$ cat config.mk
export PLATFORM = sky130hd
export DESIGN_NAME = reg_writeback_flat
export DESIGN_NICKNAME = d
export VERILOG_FILES = /design/src/rtl/reg_writeback_pkg.sv /design/src/rtl/reg_writeback_if.sv /design/src/rtl/reg_writeback_wb_fifo.sv /design/src/rtl/reg_writeback.sv /design/src/flat_wrapper.sv
export SDC_FILE = /design/constraint.sdc
export NUM_CORES = 1
export LEC_CHECK = 0
export ABC_AREA = 1
export BUFFER_PORTS_ARGS = -buffer_cell sky130_fd_sc_hd__buf_2
export CELL_PAD_IN_SITES_DETAIL_PLACEMENT = 0
export CELL_PAD_IN_SITES_GLOBAL_PLACEMENT = 2
export CORE_ASPECT_RATIO = 1.4
export CORE_UTILIZATION = 34
export DETAILED_ROUTE_END_ITERATION = 10
export GPL_ROUTABILITY_DRIVEN = 0
export PLACE_DENSITY_LB_ADDON = 0.1
export SLEW_MARGIN = 20
export SYNTH_ARGS = -nofsm -noshare
export SYNTH_HDL_FRONTEND = slang
export SYNTH_SLANG_ARGS = --single-unit
$ cat constraint.sdc
create_clock -name clk -period 6.3 [get_ports clk]
set_clock_uncertainty 0.05 [all_clocks]
set_input_delay 0.315 -clock clk [delete_from_list [all_inputs] [get_ports clk]]
set_output_delay 0.315 -clock clk [all_outputs]
set_load 0.02 [all_outputs]
$ cat src/rtl/reg_writeback_pkg.sv
// Shared constants for the register-file writeback block: word/address widths
// and the load-return queue geometry.
package reg_writeback_pkg;

    localparam int WORD_WIDTH     = 32;
    localparam int REG_ADDR_WIDTH = 5;
    localparam int NREGS          = 1 << REG_ADDR_WIDTH;
    localparam int LQ_DEPTH       = 4;
    localparam int LQ_CNT_WIDTH   = $clog2(LQ_DEPTH) + 1;

endpackage

$ cat src/rtl/reg_writeback_if.sv
// Bundle of producer handshakes, issue-side scoreboard access and the
// register-file write port; the writeback block is the slave side.
interface reg_writeback_if;
    import reg_writeback_pkg::*;

    logic                      alu_valid;
    logic                      alu_ready;
    logic [REG_ADDR_WIDTH-1:0] alu_rd;
    logic [WORD_WIDTH-1:0]     alu_data;

    logic                      mem_valid;
    logic                      mem_ready;
    logic [REG_ADDR_WIDTH-1:0] mem_rd;
    logic [WORD_WIDTH-1:0]     mem_data;

    logic                      issue_valid;
    logic [REG_ADDR_WIDTH-1:0] issue_rd;

    logic                      w_en;
    logic [REG_ADDR_WIDTH-1:0] wa3;
    logic [WORD_WIDTH-1:0]     wd3;
    logic [NREGS-1:0]          pending;
    logic [LQ_CNT_WIDTH-1:0]   lq_count;

    modport master (
        output alu_valid, alu_rd, alu_data,
        output mem_valid, mem_rd, mem_data,
        output issue_valid, issue_rd,
        input  alu_ready, mem_ready,
        input  w_en, wa3, wd3, pending, lq_count
    );

    modport slave (
        input  alu_valid, alu_rd, alu_data,
        input  mem_valid, mem_rd, mem_data,
        input  issue_valid, issue_rd,
        output alu_ready, mem_ready,
        output w_en, wa3, wd3, pending, lq_count
    );

endinterface

$ cat src/rtl/reg_writeback_wb_fifo.sv
// Small synchronous FIFO with registered pointers/occupancy and a
// combinational head read; a push while full is only taken alongside a pop.
module wb_fifo #(
    parameter int WIDTH = 8,
    parameter int DEPTH = 4
) (
    input  logic                     clk,
    input  logic                     rst,
    input  logic                     push,
    input  logic                     pop,
    input  logic [WIDTH-1:0]         wdata,
    output logic [WIDTH-1:0]         rdata,
    output logic                     full,
    output logic                     empty,
    output logic [$clog2(DEPTH):0]   count
);

    localparam int PTR_W = $clog2(DEPTH);
    localparam int CNT_W = $clog2(DEPTH) + 1;

    logic [WIDTH-1:0] mem_q [DEPTH];
    logic [PTR_W-1:0] wr_ptr_q, wr_ptr_d;
    logic [PTR_W-1:0] rd_ptr_q, rd_ptr_d;
    logic [CNT_W-1:0] count_q, count_d;
    logic             do_push, do_pop;

    assign full    = (count_q == CNT_W'(DEPTH));
    assign empty   = (count_q == '0);
    assign count   = count_q;
    assign rdata   = mem_q[rd_ptr_q];
    assign do_pop  = pop && !empty;
    assign do_push = push && (!full || do_pop);

    // NOTE: every always_comb output gets a default first so no path leaves it unassigned (no latch).
    always_comb begin
        wr_ptr_d = wr_ptr_q;
        rd_ptr_d = rd_ptr_q;
        if (do_push) wr_ptr_d = wr_ptr_q + PTR_W'(1);
        if (do_pop)  rd_ptr_d = rd_ptr_q + PTR_W'(1);
        count_d = count_q + CNT_W'(do_push) - CNT_W'(do_pop);
    end

    // NOTE: flops use non-blocking (<=) so all state updates see pre-edge values; comb uses blocking.
    always_ff @(posedge clk) begin
        if (rst) begin
            wr_ptr_q <= '0;
            rd_ptr_q <= '0;
            count_q  <= '0;
        end else begin
            wr_ptr_q <= wr_ptr_d;
            rd_ptr_q <= rd_ptr_d;
            count_q  <= count_d;
        end
    end

    // NOTE: storage is deliberately not reset; the pointers alone decide what is valid.
    always_ff @(posedge clk) begin
        if (do_push) mem_q[wr_ptr_q] <= wdata;
    end

endmodule

$ cat src/rtl/reg_writeback.sv
// Sole driver of the register-file write port: arbitrates ALU results against
// buffered load returns, registers the write, and tracks pending destinations.
module reg_writeback
    import reg_writeback_pkg::*;
(
    input  logic           clk,
    input  logic           rst,
    reg_writeback_if.slave bus
);

    localparam int ENTRY_W = REG_ADDR_WIDTH + WORD_WIDTH;

    logic                      lq_push, lq_pop, lq_full, lq_empty;
    logic [ENTRY_W-1:0]        lq_wdata, lq_rdata;
    logic [REG_ADDR_WIDTH-1:0] head_rd;
    logic [WORD_WIDTH-1:0]     head_data;

    logic                      sel_fifo, sel_alu;
    logic [REG_ADDR_WIDTH-1:0] sel_rd;
    logic [WORD_WIDTH-1:0]     sel_data;
    logic                      mem_ready;

    logic                      w_en_q, w_en_d;
    logic [REG_ADDR_WIDTH-1:0] wa3_q, wa3_d;
    logic [WORD_WIDTH-1:0]     wd3_q, wd3_d;
    logic [NREGS-1:0]          pending_q, pending_d;

    wb_fifo #(
        .WIDTH (ENTRY_W),
        .DEPTH (LQ_DEPTH)
    ) u_load_q (
        .clk   (clk),
        .rst   (rst),
        .push  (lq_push),
        .pop   (lq_pop),
        .wdata (lq_wdata),
        .rdata (lq_rdata),
        .full  (lq_full),
        .empty (lq_empty),
        .count (bus.lq_count)
    );

    assign {head_rd, head_data} = lq_rdata;
    assign lq_wdata = {bus.mem_rd, bus.mem_data};

    // The queue head only preempts the ALU when the ALU is idle or the queue is full.
    always_comb begin
        sel_fifo = !lq_empty && (!bus.alu_valid || lq_full);
        sel_alu  = !sel_fifo && bus.alu_valid;
        sel_rd   = sel_fifo ? head_rd   : bus.alu_rd;
        sel_data = sel_fifo ? head_data : bus.alu_data;
        lq_pop    = sel_fifo;
        mem_ready = !lq_full || lq_pop;
        lq_push   = bus.mem_valid && mem_ready && (bus.mem_rd != '0);
    end

    assign bus.alu_ready = !(lq_full && !lq_empty);
    assign bus.mem_ready = mem_ready;

    always_comb begin
        w_en_d = (sel_fifo || sel_alu) && (sel_rd != '0);
        wa3_d  = wa3_q;
        wd3_d  = wd3_q;
        if (w_en_d) begin
            wa3_d = sel_rd;
            wd3_d = sel_data;
        end
    end

    // Clear on retire, then set on issue, so a same-edge set on one register wins.
    always_comb begin
        pending_d = pending_q;
        if (w_en_d) pending_d[sel_rd] = 1'b0;
        if (bus.issue_valid && bus.issue_rd != '0) pending_d[bus.issue_rd] = 1'b1;
        pending_d[0] = 1'b0;
    end

    always_ff @(posedge clk) begin
        if (rst) begin
            w_en_q    <= 1'b0;
            wa3_q     <= '0;
            wd3_q     <= '0;
            pending_q <= '0;
        end else begin
            w_en_q    <= w_en_d;
            wa3_q     <= wa3_d;
            wd3_q     <= wd3_d;
            pending_q <= pending_d;
        end
    end

    assign bus.w_en    = w_en_q;
    assign bus.wa3     = wa3_q;
    assign bus.wd3     = wd3_q;
    assign bus.pending = pending_q;

endmodule
$ cat src/flat_wrapper.sv
// flat-port wrapper written by rule: the top's interface ports become plain ports
module reg_writeback_flat import reg_writeback_pkg::*;
  (clk, rst, bus_alu_valid, bus_alu_rd, bus_alu_data, bus_mem_valid, bus_mem_rd, bus_mem_data, bus_issue_valid, bus_issue_rd, bus_alu_ready, bus_mem_ready, bus_w_en, bus_wa3, bus_wd3, bus_pending, bus_lq_count);
  reg_writeback_if bus_i ();
  input  logic clk;
  input  logic rst;
  input wire logic [$bits(bus_i.alu_valid)-1:0] bus_alu_valid;
  input wire logic [$bits(bus_i.alu_rd)-1:0] bus_alu_rd;
  input wire logic [$bits(bus_i.alu_data)-1:0] bus_alu_data;
  input wire logic [$bits(bus_i.mem_valid)-1:0] bus_mem_valid;
  input wire logic [$bits(bus_i.mem_rd)-1:0] bus_mem_rd;
  input wire logic [$bits(bus_i.mem_data)-1:0] bus_mem_data;
  input wire logic [$bits(bus_i.issue_valid)-1:0] bus_issue_valid;
  input wire logic [$bits(bus_i.issue_rd)-1:0] bus_issue_rd;
  output wire logic [$bits(bus_i.alu_ready)-1:0] bus_alu_ready;
  output wire logic [$bits(bus_i.mem_ready)-1:0] bus_mem_ready;
  output wire logic [$bits(bus_i.w_en)-1:0] bus_w_en;
  output wire logic [$bits(bus_i.wa3)-1:0] bus_wa3;
  output wire logic [$bits(bus_i.wd3)-1:0] bus_wd3;
  output wire logic [$bits(bus_i.pending)-1:0] bus_pending;
  output wire logic [$bits(bus_i.lq_count)-1:0] bus_lq_count;
  assign bus_i.alu_valid = bus_alu_valid;
  assign bus_i.alu_rd = bus_alu_rd;
  assign bus_i.alu_data = bus_alu_data;
  assign bus_i.mem_valid = bus_mem_valid;
  assign bus_i.mem_rd = bus_mem_rd;
  assign bus_i.mem_data = bus_mem_data;
  assign bus_i.issue_valid = bus_issue_valid;
  assign bus_i.issue_rd = bus_issue_rd;
  assign bus_alu_ready = bus_i.alu_ready;
  assign bus_mem_ready = bus_i.mem_ready;
  assign bus_w_en = bus_i.w_en;
  assign bus_wa3 = bus_i.wa3;
  assign bus_wd3 = bus_i.wd3;
  assign bus_pending = bus_i.pending;
  assign bus_lq_count = bus_i.lq_count;
  reg_writeback u_core (.clk(clk), .rst(rst), .bus(bus_i));
endmodule
==> metrics.md <==
| Metric | Value |
|---|---|
| Crit-path max FO | 39 |
| Endpoints failing setup | 0 |
| Number of I/O pins | 159 |
| Most common cell on crit path | nand2_1 |
| Worst EP arrival | 4560 ps |
| WP data required | 6680 ps |
| GRT Util Overall | 17.40% |
| Commonest non-fill, non-tap cells in the layout | nand2_1, buf_2, edfxtp_1 |
| Worst path cell trace | inv_2, nor2_1, nand2_1, nand2_1, nand2_1, nand2_1, nor2_4, nand2_2, nand2_2, inv_2, nand2_1, a21oi_1 |
| Worst VDD drop | 0.0002001 V |
| Worst slew pin tran | 1004 ps |
| Gr ovfl total | 0 |
| 1st-iter DRT viols | 243 |
| Final hold violation count | 0 |
| Vias in the first global route | 6740 |
| Clock Latency Late Sink | 510 ps |
| Clk sink count | 226 |
| CTS buffer count | 24 |
| Synth unique cells | 27 |
| Syn Area/Cell | 9.607 um^2 |
| First-pass GRT wire length | 37470 um |
| Tmin final | 4176 ps |
| Number of diodes | 0 |
| Syn_nets | 1054 |
| Final period utilization | 66.28% |
| Worst-case clock buffer depth | 3 |
| Final core occ | 43.09% |
| Top_reg_cell synth | edfxtp_1 |
| Share of the synthesized area in the top cell type | 48.04% |
| Crit path largest cell delay | 960 ps |
| Status | finished clean |
| PortBufs | 156 |
| Max-cap violations | 0 |
| Row count | 71 |
| Vias | 6925 |
| # nets final | 1230 |
| Synth Cell Area | 9251 um^2 |
| Synth Instances | 963 |
| Die Y | 197.2 um |
| Avg Vias per Cell | 4.550 |
| CTS H-tree depth | 1 |
| CP endpoint kind | flip-flop |
| Resized cells post-CTS | 0 |
| Initial core utilization | 34.48% |
| Cell family with most CP delay | simple AND/OR/NAND/NOR gates |
| Synthesis-stage register bit count | 226 |
| Slowest cell on crit path | dfxtp_2 |
| Worst min-delay path class | in2reg |
| Fmax | 0.2395 GHz |
| Largest net degree at the start of global routing | 51 |
| Drt pass-1 iters | 4 |
| Most common cell after layout, fill and taps aside | nand2_1 |
| Post-synthesis sequential area ratio | 64.92% |
| HPWL Detailed | 14970 um |
| P per Cell Area | 417.5 nW/um^2 |
| Number of flops mapped to enable cells by yosys | 148 |
| Async set or reset register ratio after synthesis | 0% |
| TritonCTS clock tree | done |
| Clock slew at the register clock pins of the worst setup and hold paths | 60 ps |
| Core ar. | 26830 um^2 |
| Cts hold-fix bufs | 34 |
| Critical path launch point type | flip-flop |
| Largest area contributor in the netlist | edfxtp_1 |
| Die ar. | 27880 um^2 |
| # DRC | 0 |
| Final max-slew violation count | 0 |
| Fin Setup TNS | 0 ps |
| Antenna violations before repair | 0 |
| Clock Root Buffer | clkbuf_16 |
| Critical path class | reg2reg |
| Yosys warnings | 0 |
| Min Hold Slack | 47.37 ps |
| Leak Pwr | 4.778 nW |
| Final ANT Viol Nets | 0 |
| RSZ-0062 raised after global routing | no |
| WL/cell | 15.85 um |
| Post-CTS Setup Repair Bufs | 0 |
| Routed wire length | 24130 um |
| Slew headroom | 32.52% |
| Die X | 141.4 um |
| Fraction of layout cells with a size suffix above 1 | 19.71% |
| Ranking of synthesized cells by area | edfxtp_1, dfxtp_1, nand2_1 |
| Area growth syn-to-layout | 24.97% |
| Crit path buffers/inverters | 2 |
[final cells by class]
cell class	count	area (um^2)
Clock inverter	14	197.7
Fill cell	2731	15270
Tap cell	365	456.7
Multi-Input combinational cell	636	2840
Inverter	52	195.2
Timing Repair Buffer	199	1189
Clock buffer	30	674.4
Sequential cell	226	6008
[where the power goes]
| part | internal, mW | switching, mW | total (mW) |
|---|---|---|---|
| Combinational | 0.412 | 1.00 | 1.42 |
| Sequential | 1.75 | 0.131 | 1.88 |
| Clock | 0.961 | 0.570 | 1.53 |
| Total | 3.12 | 1.70 | 4.83 |
[routing by layer]
| layer | vias to the layer above | share of wire, % | track usage (%) |
|---|---|---|---|
| met5 | - | 0 | 0 |
| met2 | 135 | 51 | 31.96 |
| met4 | 0 | 0.96 | 3.186 |
| met3 | 24 | 4.6 | 2.788 |
| li1 | 3562 | - | - |
| met1 | 3204 | 43 | 21.50 |
[synthesized netlist by cell type, types with 2 or more instances]
| cell | count |
|---|---|
| nand2_1 | 356 |
| edfxtp_1 | 148 |
| nand3_1 | 112 |
| dfxtp_1 | 78 |
| a21oi_1 | 71 |
| inv_1 | 48 |
| nor2_1 | 29 |
| clkbuf_1 | 27 |
| o21ai_0 | 25 |
| nor3_1 | 12 |
| nand4_1 | 8 |
| buf_1 | 7 |
| buf_2 | 7 |
| nand2_2 | 7 |
| buf_6 | 6 |
| ha_1 | 6 |
| inv_2 | 4 |
| buf_4 | 2 |
| conb_1 | 2 |
[through the flow]
step | std cells | setup slack (ps) | total power [mW] | area [um^2]
6_report | 1522 | 2124 | 4.826 | 11560
5_1_grt | 1522 | 1622 | 5.146 | 11560
4_1_cts | 1522 | 1898 | 4.922 | 11560
3_5_place_dp | 1444 | 1914 | 3.362 | 10340
3_3_place_gp | 1444 | 2042 | 3.355 | 10340
2_1_floorplan | 963 | 3674 | 2.893 | 9251
[sequential cells by signal, summed over array words and instances (netlist names), named ones only]
signal,flops
u_core.u_load_q.mem_q,148
u_core.bus.pending,31
u_core.u_load_q.count,3
u_core.bus.wa3,5
u_core.u_load_q.wr_ptr_q,2
u_core.u_load_q.rd_ptr_q,2
u_core.bus.w_en,1
u_core.bus.wd3,32
[path summary, 6_finish.rpt]
path	start	slack (ps)	cells after the start	to
worst max-delay path	flip-flop	2120	12	u_core.bus.wd3[16]$_SDFFE_PP0N_
worst min-delay path	bus_mem_rd[2]	50	1	u_core.u_load_q.mem_q[2][34]$_DFFE_PP_
worst max register to register	flip-flop	2120	12	u_core.bus.wd3[16]$_SDFFE_PP0N_
worst min register to register	u_core.bus.pending[19]$_SDFF_PP0_	410	2	u_core.bus.pending[19]$_SDFF_PP0_
[logic make-up after synthesis]
| family | count (synthesis) | share of synthesized area, % |
|---|---|---|
| and+or+nand+nor | 527 | 23.60 |
| DFF | 226 | 64.92 |
| buffers and inverters | 101 | 4.760 |
| AOI/OAI and AO/OA | 99 | 5.518 |
| adders and majority gates | 7 | 1.028 |
| other | 2 | 0.08118 |
| xor gates and xnor gates | 1 | 0.09469 |
No activity file was read; power rests on OpenSTA's default activity.
